**src/rtl/johnson_pkg.sv**
```systemverilog
// Shared helpers for the Johnson ring: direction encoding plus legality and
// position functions that work on a zero-extended ring of any width up to 32.
package johnson_pkg;

  localparam int JC_MAX_W = 32;
  localparam int JC_POS_W = 6;

  localparam logic DIR_UP = 1'b0;
  localparam logic DIR_DN = 1'b1;

  // A legal ring has at most one boundary between adjacent bits in the used width.
  function automatic logic jc_is_legal(input logic [JC_MAX_W-1:0] q, input int width);
    int n_edges;
    n_edges = 0;
    for (int i = 0; i < JC_MAX_W - 1; i++) begin
      if ((i < width - 1) && (q[i] != q[i+1])) n_edges++;
    end
    return (n_edges <= 1);
  endfunction

  // Only meaningful for legal rings: low-justified ones give pos=ones,
  // high-justified ones give pos=2*width-ones.
  function automatic logic [JC_POS_W-1:0] jc_pos(input logic [JC_MAX_W-1:0] q, input int width);
    int ones;
    ones = 0;
    for (int i = 0; i < JC_MAX_W; i++) begin
      if (q[i]) ones++;
    end
    if (q == '0) return '0;
    else if (q[0]) return JC_POS_W'(ones);
    else return JC_POS_W'(2 * width - ones);
  endfunction

endpackage

```
**src/rtl/johnson_counter_ring_decode.sv**
```systemverilog
// Combinational decode of a Johnson ring into legality, position index and
// one-hot state; illegal rings decode to pos=0 and an all-zero one-hot.
module johnson_decode
  import johnson_pkg::*;
#(
  parameter  int WIDTH = 4,
  localparam int PW    = $clog2(2 * WIDTH)
) (
  input  logic [WIDTH-1:0]   q,
  output logic               legal,
  output logic [PW-1:0]      pos,
  output logic [2*WIDTH-1:0] dec
);

  logic [JC_POS_W-1:0] raw_pos;

  always_comb begin
    legal   = jc_is_legal(JC_MAX_W'(q), WIDTH);
    raw_pos = jc_pos(JC_MAX_W'(q), WIDTH);
    pos     = '0;
    dec     = '0;
    if (legal) begin
      pos = PW'(raw_pos);
      dec = (2 * WIDTH)'(1) << pos;
    end
  end

endmodule

```
**src/rtl/johnson_counter_ring.sv**
```systemverilog
// Johnson (twisted-ring) counter with enable, direction, seed load and
// automatic recovery from illegal ring contents.
module johnson_counter_ring
  import johnson_pkg::*;
#(
  parameter  int WIDTH = 4,
  localparam int PW    = $clog2(2 * WIDTH)
) (
  input  logic               clk,
  input  logic               rst,
  input  logic               en,
  input  logic               dir,
  input  logic               load,
  input  logic [WIDTH-1:0]   load_val,
  output logic [WIDTH-1:0]   q,
  output logic [PW-1:0]      pos,
  output logic [2*WIDTH-1:0] dec,
  output logic               wrap,
  output logic               err
);

  if (WIDTH < 2 || WIDTH > JC_MAX_W) begin : g_width_check
    $error("johnson_counter_ring: WIDTH must be in 2..32");
  end

  // Ring value at pos 2*WIDTH-1; an up step from here wraps to zero.
  localparam logic [WIDTH-1:0] RING_LAST = {1'b1, {(WIDTH-1){1'b0}}};

  logic [WIDTH-1:0] ring_q, ring_d;
  logic             wrap_q, wrap_d;
  logic             err_q, err_d;
  logic             ring_legal;
  logic             load_legal;

  johnson_decode #(.WIDTH(WIDTH)) u_decode (
    .q     (ring_q),
    .legal (ring_legal),
    .pos   (pos),
    .dec   (dec)
  );

  always_comb begin
    load_legal = jc_is_legal(JC_MAX_W'(load_val), WIDTH);
    ring_d     = ring_q;
    wrap_d     = 1'b0;
    err_d      = 1'b0;
    if (load) begin
      if (load_legal) begin
        ring_d = load_val;
      end else begin
        ring_d = '0;
        err_d  = 1'b1;
      end
    end else if (!ring_legal) begin
      ring_d = '0;
      err_d  = 1'b1;
    end else if (en) begin
      if (dir == DIR_DN) begin
        ring_d = {~ring_q[0], ring_q[WIDTH-1:1]};
        wrap_d = (ring_q == '0);
      end else begin
        ring_d = {ring_q[WIDTH-2:0], ~ring_q[WIDTH-1]};
        wrap_d = (ring_q == RING_LAST);
      end
    end
  end

  always_ff @(posedge clk) begin
    if (rst) begin
      ring_q <= '0;
      wrap_q <= 1'b0;
      err_q  <= 1'b0;
    end else begin
      ring_q <= ring_d;
      wrap_q <= wrap_d;
      err_q  <= err_d;
    end
  end

  assign q    = ring_q;
  assign wrap = wrap_q;
  assign err  = err_q;

endmodule

```
**config.mk**
```make
export PLATFORM = sky130hd
export DESIGN_NAME = johnson_counter_ring
export DESIGN_NICKNAME = d
export VERILOG_FILES = /design/src/rtl/johnson_pkg.sv /design/src/rtl/johnson_counter_ring_decode.sv /design/src/rtl/johnson_counter_ring.sv
export SDC_FILE = /design/constraint.sdc
export NUM_CORES = 1
export LEC_CHECK = 0
export ABC_CLOCK_PERIOD_IN_PS = 4000
export BUFFER_PORTS_ARGS = -buffer_cell sky130_fd_sc_hd__buf_2
export CAP_MARGIN = 40
export CORE_MARGIN = 5
export CORE_UTILIZATION = 49
export DETAILED_ROUTE_END_ITERATION = 10
export GPL_ROUTABILITY_DRIVEN = 0
export MAX_ROUTING_LAYER = met4
export PLACE_DENSITY_LB_ADDON = 0.08
export SETUP_SLACK_MARGIN = 0.1
export SKIP_CTS_REPAIR_TIMING = 1
export SLEW_MARGIN = 25
export SYNTH_ARGS = -nofsm -noshare
export SYNTH_HDL_FRONTEND = slang
export SYNTH_SLANG_ARGS = --single-unit
```
**constraint.sdc**
```tcl
create_clock -name clk -period 4 [get_ports clk]
set_input_delay 0.8 -clock clk [delete_from_list [all_inputs] [get_ports clk]]
set_output_delay 0.8 -clock clk [all_outputs]
set_load 0.005 [all_outputs]
```
# --- Word-level counts from Yosys, hierarchy flattened ---
# Cells that the tools add are included.
word_totals:
  output_inout_bits: 17
  reg_bits: 6
  input_bits: 9
  word_cells: 51
op_classes:
  n_lt_le_gt_ge: 2
  reduce_logical: 2
  add_sub_neg: 8
  muxes: 23
  bitwise: 4
  n_eq_ne: 8
  n_shift: 1
ops:
  columns: ["operator", "n"]
  rows:
  - ["32-bit two-way mux", 4]
  - ["32-bit by 2-bit adder with 32-bit output (second input constant)", 3]
  - ["32-bit by 2-bit <= comparator with 1-bit output (second input constant)", 2]
  - ["4-bit two-way mux", 5]
  - ["3-bit two-way mux", 6]
  - ["8-bit two-way mux", 1]
  - ["1-bit by 3-bit << shifter with 8-bit output (first input constant)", 1]
  - ["1-bit two-way mux", 7]
  - ["3-bit by 2-bit adder with 3-bit output (second input constant)", 2]
  - ["1-bit inequality test", 6]
  - ["1-bit by 1-bit adder with 2-bit output (second input constant)", 2]
  - ["4-bit equality test (second input constant)", 1]
  - ["4-bit logical NOT", 1]
  - ["1-bit NOT", 4]
  - ["4-bit OR reduction", 1]
  - ["3-bit inequality test (second input constant)", 1]
  - ["1-bit by 3-bit subtractor with 3-bit output (first input constant)", 1]

# --- Depth between registers and ports, before layout ---
# Gate-level depths: netlist of the first run.
logic_depth:
  depth_word: 12
  ltp_mapped: 12
  depth_no_buf: 12

# --- Cells and area by module ---
# Synthesis of the first run repeated with hierarchy kept, for this count alone.
unflattened:
  hier_cells: 95
  hier_area_um2: 749.5
by_module_without_submodules:
  columns: ["module", "area_each_um2", "cells_per_inst", "seq_area_each_um2", "instances"]
  rows:
  - ["johnson_counter_ring", 406.6, 47, 120.1, 1]
  - ["johnson_decode", 342.8, 48, 0.0, 1]

# --- Worst setup path after synthesis of the first run ---
# Ideal clock, no wire load.
synth_path:
  path_type: "flip-flop to output port"
  start: "reg ring_q[0], in the netlist q[0]"
  end: "out dec[6]"
  required_ps: 3200
  setup_slack_ps: 561
  n_path_buf: 0
  path_stages_with_launch: 12
  t_arrival_ps: 2639
  cell_sequence: "dfxtp_1 inv_1 ha_1 xor2_2 ha_1 nand2b_1 o21ai_0 ha_1 nor2_1 xnor3_1 nor3_2 and3b_1"
synth_via:
  elab_chain_cells: 12
  word_cells_on_any_way: 20
  cone_classes: "6 x add/sub; 1 x order compare; 1 x eq/ne; 1 x shift; 10 x mux; 1 x reduce/logical"
synth_lines:
  columns: ["item", "line_no", "text"]
  rows:
  - ["start: declaration", "johnson_counter_ring.sv:29", "logic [WIDTH-1:0] ring_q, ring_d;"]
  - ["start signal: assignment", "johnson_counter_ring.sv:74", "ring_q <= ring_d;"]
  - ["parallel branches: the longest is 11 deep, another holds 32-bit by 2-bit adder with 32-bit output", null, null]
  - ["8-bit two-way mux *", "johnson_counter_ring_decode.sv:22", "if (legal) begin"]
  - ["end: declaration", "johnson_counter_ring.sv:17", "output logic [2*WIDTH-1:0] dec,"]
# Every way passes the cells marked *.

# --- Worst setup path after layout of the first run ---
layout_path:
  start: "reg ring_q[0], in the netlist q[0]"
  end: "out dec[4]"
# Same word-level chain as after synthesis.

==> results of run 1 <==
layer usage:
| layer | track usage | vias to the layer above | share of wire |
|---|---|---|---|
| met4 | 0.0851 | 0 | 0.023 |
| met2 | 0.238 | 29 | 0.49 |
| met5 | - | - | 0 |
| li1 | - | 390 | - |
| met3 | 0.0355 | 7 | 0.073 |
| met1 | 0.183 | 379 | 0.42 |
layout make-up:
cell class / instances / area share
clock buffer: 3 / 0.0237
multi-input combinational: 76 / 0.654
timing repair buffer: 26 / 0.140
inverter: 8 / 0.0317
sequential: 6 / 0.129
tap: 16 / 0.0211
synth_stat cells (all sizes together) (3+ instances only):
| master | instances |
|---|---|
| dfxtp | 6 |
| inv | 8 |
| o21ai | 8 |
| nor3 | 3 |
| a221oi | 3 |
| buf | 3 |
| ha | 8 |
| and2 | 3 |
| xnor2 | 3 |
| nor2b | 3 |
| nor2 | 9 |
| a21oi | 3 |
| nand2 | 4 |
| xor2 | 3 |
cells by family (layout without fill, tap and decap cells):
kind of cell,Yosys count,in the layout,share of synthesized area
AO/OA/AOI/OAI,25,25,0.245
XOR/XNOR,7,7,0.113
adder cells (fa/ha/maj),9,9,0.140
buffers and inverters,12,37,0.0753
flip-flops,6,6,0.151
multiplexers,1,1,0.0126
AND/OR/NAND/NOR,34,34,0.264
tightest hold or removal path, stage by stage (launching register included):
cell and delay [ns]:
dfxtp_2 0.35, nor2_1 0.11, a221oi_1 0.07
stage by stage:
step / instances / total power [W] / instance area, µm²
after floorplan: 94 / 0.000498 / 797
after global placement: 132 / 0.000631 / 920
after detailed placement: 132 / 0.000643 / 920
after CTS: 135 / 0.000704 / 942
after global routing: 135 / 0.000762 / 948
final: 135 / 0.000692 / 948
power by group through the flow:
stage	logic (W)	clock network [W]	registers, W
3_3_place_gp	0.000534	0	0.0000977
5_1_grt	0.000599	0.0000612	0.000102
6_report	0.000537	0.0000561	0.0000988
3_5_place_dp	0.000545	0	0.0000978
2_1_floorplan	0.000408	0	0.0000901
4_1_cts	0.000549	0.0000584	0.0000969
path summary, 6_finish.rpt:
kind	from	to	slack, ns	cells past startpoint
setup / recovery	q[0]	dec[4]	0.28	13
hold / removal	q[1]	q[1]	0.58	2
setup reg to reg	q[3]	q[1]	1.85	6
hold reg to reg	q[1]	q[1]	0.58	2
flip-flops by register name, summed over array words and instances (netlist names):
signal and cells:
q 4, wrap 1, err 1
placed cells by master, fill, tap and decap left out, types with 2 or more instances in the layout:
cell type	Yosys	routed
buf_2	0	25
ha_1	8	7
nand2b_1	2	2
dfxtp_1	6	4
a311oi_1	2	2
a21oi_1	3	3
o2111ai_1	2	2
inv_1	8	8
nor2b_1	2	2
a221oi_1	3	3
xor2_1	2	2
a21o_2	2	2
clkbuf_4	0	3
nor3_1	2	2
and2_1	2	2
o21ai_0	7	7
dfxtp_2	0	2
nand2_1	4	4
xnor2_1	2	2
nor2_1	9	9
==> flow_metrics.py, run 1 <==
metrics = {
    "worst_setup_path": {
        "startpoint_type": "flip-flop",
        "critPathBufInv": 2,
        "path_class": "flip-flop to primary output",
        "critPathTopFamily": "simple AND/OR/NAND/NOR gates",
        "end_kind": "primary output",
        "crit_required_ns": 3.20,
        "cp.arrival_ns": 2.92,
        "cp_cell_sequence": "inv_1 > ha_2 > nor2b_1 > or2_2 > ha_1 > nand2b_1 > o21ai_0 > ha_1 > nor2_1 > xnor3_2 > nor3_2 > and3_1 > buf_2",
        "crit_top_cell": "ha_1",
        "critical_path.max_stage_delay_ns": 0.35,
        "crit_fanout": 7,
        "crit_slowest_cell": "dfxtp_2",
    },
    "logic_synthesis": {
        "synth-edff-count": 0,
        "synth_top_area_cell": "dfxtp_1",
        "yosysTopAreaCellShare": 0.151,
        "yosysSeqAreaShare": 0.151,
        "synthTopCellsByArea": "dfxtp_1 (15%), ha_1 (13%), o21ai_0 (4.4%)",
        "synth_warnings": 0,
        "synth-seq-cells": 6,
        "synth_ff_type": "dfxtp_1",
        "syn_area_per_cell_um2": 8.48,
        "synthArstFlopShare": 0,
        "syn_inst": 94,
        "synthesis.nets": 111,
        "syn_area_um2": 797,
        "synth_cell_type_count": 44,
    },
    "clock_network": {
        "clk_latency_ns": 0.25,
        "clk_pin_slew_worst_paths_ns": 0.05,
        "cts.sinks": 6,
        "cts_buffers": 3,
        "cts_max_path_buffers": 2,
        "cts_root_buffer": "clkbuf_4",
        "cts_tree": "done",
        "htreeDepth": 1,
    },
    "floorplanning": {
        "die_w_um": 50.3,
        "die-area_um2": 2530,
        "coreArea_um2": 1520,
        "rows": 14,
        "io_pins": 26,
        "die_h_um": 50.3,
        "start_util": 0.523,
    },
    "final_layout": {
        "fin_nets": 138,
        "multi_input_area_um2": 621,
        "nFillCells": 155,
        "syn2layout_area_growth_pct": 19.0,
        "seq_area_um2": 123,
        "utilization": 0.622,
        "drive_above_1_share": 0.403,
        "diodes": 0,
    },
    "route": {
        "num_vias": 805,
        "drtIter0Drc": 26,
        "drc": 0,
        "wl_per_cell_um": 14.1,
        "ant_nets": 0,
        "vias_per_cell": 5.96,
        "wl_mm": 1.90,
        "first_pass_iters": 4,
    },
    "timing": {
        "relSlewSlack": 0.689,
        "max_freq_mhz": 269,
        "setup-tns-final_ns": 0,
        "finalCritPeriodShare": 0.929,
        "setup_ws_ns": 0.282,
        "holdWs_ns": 0.583,
        "grt_setup_unrepaired": "no",
        "tightestPinTransition_ns": 0.464,
        "hold_violations": 0,
        "skew_ns": 0.00215,
        "slew_viol_final": 0,
        "min_period_ns": 3.72,
        "setup_viol": 0,
    },
    "power_and_ir_drop": {
        "p_clk_frac": 0.081,
        "leakage_nw": 0.461,
        "switching_share": 0.487,
        "seqPwrFrac": 0.143,
        "ir_drop_uv": 456,
        "p_switching_w": 0.000337,
        "power_frac_comb": 0.776,
        "power-per-cell-area_nw_per_um2": 729,
        "intPower_w": 0.000355,
    },
    "global_routing": {
        "grt_pass1_wl_mm": 3.06,
        "grt_overflow_total": 0,
        "grt_usage": 0.154,
        "antenna_found_initial": 0,
        "grt_pass1_vias": 731,
        "grt_max_degree": 11,
    },
    "place": {
        "port-buffer-count": 25,
        "hpwlAfterDp_mm": 1.48,
        "place_ws_ns": 0.285,
    },
    "outcome": {
        "outcome": "finished, final reports clean",
    },
    "worst_hold_path": {
        "worstHoldPathType": "flip-flop to flip-flop",
    },
    "job": {
        "maxCapViolCount": 0,
    },
}
Note: power is estimated with default switching activity, not from simulation.
==> run 2: changes to the inputs <==
ABC_AREA = 1   (was default)
ABC_CLOCK_PERIOD_IN_PS = default   (was 4000)
CORE_UTILIZATION = 50   (was 49)
==> run 2 against run 1 <==
Effect of this change: non-clock buffer count is 1 lower; power is 51% lower; sequential power is 23% lower; critical endpoint unchanged.
==> flow_metrics.py, run 2 <==
metrics = {
    "outcome": {
        "outcome": "finished, final reports clean",
    },
    "logic_synthesis": {
        "yosysSeqAreaShare": 0.143,
        "synth-seq-cells": 6,
        "synth_warnings": 0,
        "synth-edff-count": 0,
        "synthArstFlopShare": 0,
        "synth_most_common_cell": "nand2_1",
        "syn_area_per_cell_um2": 5.56,
        "yosysTopAreaCellShare": 0.206,
        "synth_cell_type_count": 20,
        "synth_common_cells": "nand2_1 (46), inv_1 (29), nand3_1 (25), nor2_1 (17), ha_1 (8)",
        "syn_inst": 151,
        "syn_area_um2": 840,
        "synthTopCellsByArea": "nand2_1 (21%), nand3_1 (15%), dfxtp_1 (14%)",
        "synthesis.nets": 168,
        "synth_ff_type": "dfxtp_1",
        "synth_top_area_cell": "nand2_1",
    },
    "timing": {
        "tightestPinTransition_ns": 0.391,
        "min_period_ns": 3.56,
        "skew_ns": 0.0116,
        "max_freq_mhz": 281,
        "finalCritPeriodShare": 0.890,
        "setup_viol": 0,
        "relSlewSlack": 0.739,
        "setup_ws_ns": 0.441,
        "slew_viol_final": 0,
        "hold_violations": 0,
        "setup-tns-final_ns": 0,
        "grt_setup_unrepaired": "no",
    },
    "floorplanning": {
        "coreArea_um2": 1540,
        "rows": 14,
        "die-area_um2": 2600,
        "start_util": 0.545,
        "die_h_um": 51.0,
        "io_pins": 26,
        "die_w_um": 51.0,
    },
    "worst_setup_path": {
        "startpoint_type": "flip-flop",
        "end_kind": "primary output",
        "cp.arrival_ns": 2.76,
        "crit_top_cell": "nand2_1",
        "cp_cell_sequence": "inv_1 > ha_4 > nand2_1 > nand2_1 > inv_1 > ha_1 > nand2_1 > and2_1 > ha_1 > inv_1 > nand2_1 > nand2_1 > nand2_1 > nand2_1 > nand4_1 > nor2_1 > buf_2",
        "rrSetupSlack_ns": 2.16,
        "crit_required_ns": 3.20,
        "critical_path.max_stage_delay_ns": 0.39,
        "crit_slowest_cell": "dfxtp_2",
        "crit_fanout": 7,
        "path_class": "flip-flop to primary output",
    },
    "final_layout": {
        "nFillCells": 162,
        "drive_above_1_share": 0.220,
        "largest_register_ff_count": 4,
        "multi_input_area_um2": 594,
        "syn2layout_area_growth_pct": 19.1,
        "fin_nets": 196,
        "diodes": 0,
        "final_common_cell": "nand2_1",
        "fin_area_um2": 1000,
        "seq_area_um2": 123,
        "mostFrequentLayoutCells": "nand2_1 (46), inv_1 (29), nand3_1 (25), buf_2 (25), nor2_1 (17)",
    },
    "global_routing": {
        "grt_max_degree": 13,
        "grt_pass1_vias": 778,
        "grt_overflow_total": 0,
        "antenna_found_initial": 0,
        "grt_pass1_wl_mm": 3.46,
        "grt_usage": 0.174,
    },
    "clock_network": {
        "cts_buffers": 3,
        "clk_latency_ns": 0.26,
        "cts_max_path_buffers": 2,
        "htreeDepth": 1,
        "cts_tree": "done",
        "cts_root_buffer": "clkbuf_4",
        "cts.sinks": 6,
        "clk_pin_slew_worst_paths_ns": 0.05,
    },
    "route": {
        "ant_nets": 0,
        "wl_mm": 1.96,
        "drtIter0Drc": 25,
        "wl_per_cell_um": 10.1,
        "drc": 0,
        "num_vias": 958,
        "first_pass_iters": 4,
        "vias_per_cell": 4.96,
    },
    "place": {
        "place_ws_ns": 0.562,
        "port-buffer-count": 25,
        "post_dp_cell_area_um2": 962,
        "hpwlAfterDp_mm": 1.59,
    },
    "job": {
        "maxCapViolCount": 0,
    },
    "power_and_ir_drop": {
        "leakage_nw": 0.652,
        "ir_drop_uv": 240,
        "power-per-cell-area_nw_per_um2": 339,
    },
    "worst_hold_path": {
        "worstHoldPathType": "flip-flop to flip-flop",
    },
}
[run 2: changes by cell type after synthesis, sizes merged, moves of 7 or more]
cell	before	now
o21ai	8	1
nand3	1	26
nand2	4	48
inv	8	30
nor2	9	20
[run 2: logic make-up after synthesis]
logic type	after synthesis	share of synthesized area
AOI/OAI and AO/OA	4	0.0313
xor gates and xnor gates	2	0.0209
adders and majority gates	8	0.119
buffers and inverters	32	0.164
DFF	6	0.143
and+or+nand+nor	99	0.522
[run 2: worst paths after layout]
kind / startpoint / cells after the start / to
max: q[0] / 17 / dec[4]
min: q[1] / 4 / q[1]
max reg2reg: q[3] / 7 / err
min reg2reg: q[1] / 4 / q[1]
[run 2: where the power goes]
group          switching (W)  internal (W)  leakage [nW]
sequential        0.00000953     0.0000660        0.0501
combinational       0.000119     0.0000848         0.588
clock              0.0000251     0.0000342        0.0138
[run 2: routing by layer]
layer	part of all wire	GRT usage	vias up
met5	0	-	-
met4	0.014	0.0638	0
met3	0.087	0.0523	5
met2	0.39	0.229	29
met1	0.50	0.246	408
li1	-	-	516
[run 2: per-stage QoR]
stage	util	hold slack, ns	instances	power (W)
finish	0.649	0.720	193	0.000339
global route	0.649	0.757	193	0.000379
CTS	0.639	0.705	193	0.000338
detailed placement	0.624	0.696	190	0.000277
global placement	0.624	0.693	190	0.000272
floorplan	-	0.645	151	0.000220
[run 2: critical path: cells and delay by family (launching register included)]
kind | cells | cell delay, ns
buf+inv | 4 | 0.36
simple gates | 10 | 0.99
fa+ha+maj | 3 | 0.76
flops | 1 | 0.39
[run 2: layout make-up]
cell class / count / share of cell area
Multi-Input combinational cell: 113 / 0.594
Timing Repair Buffer: 25 / 0.125
Sequential cell: 6 / 0.123
Inverter: 30 / 0.115
Clock buffer: 3 / 0.0225
Tap cell: 16 / 0.0200
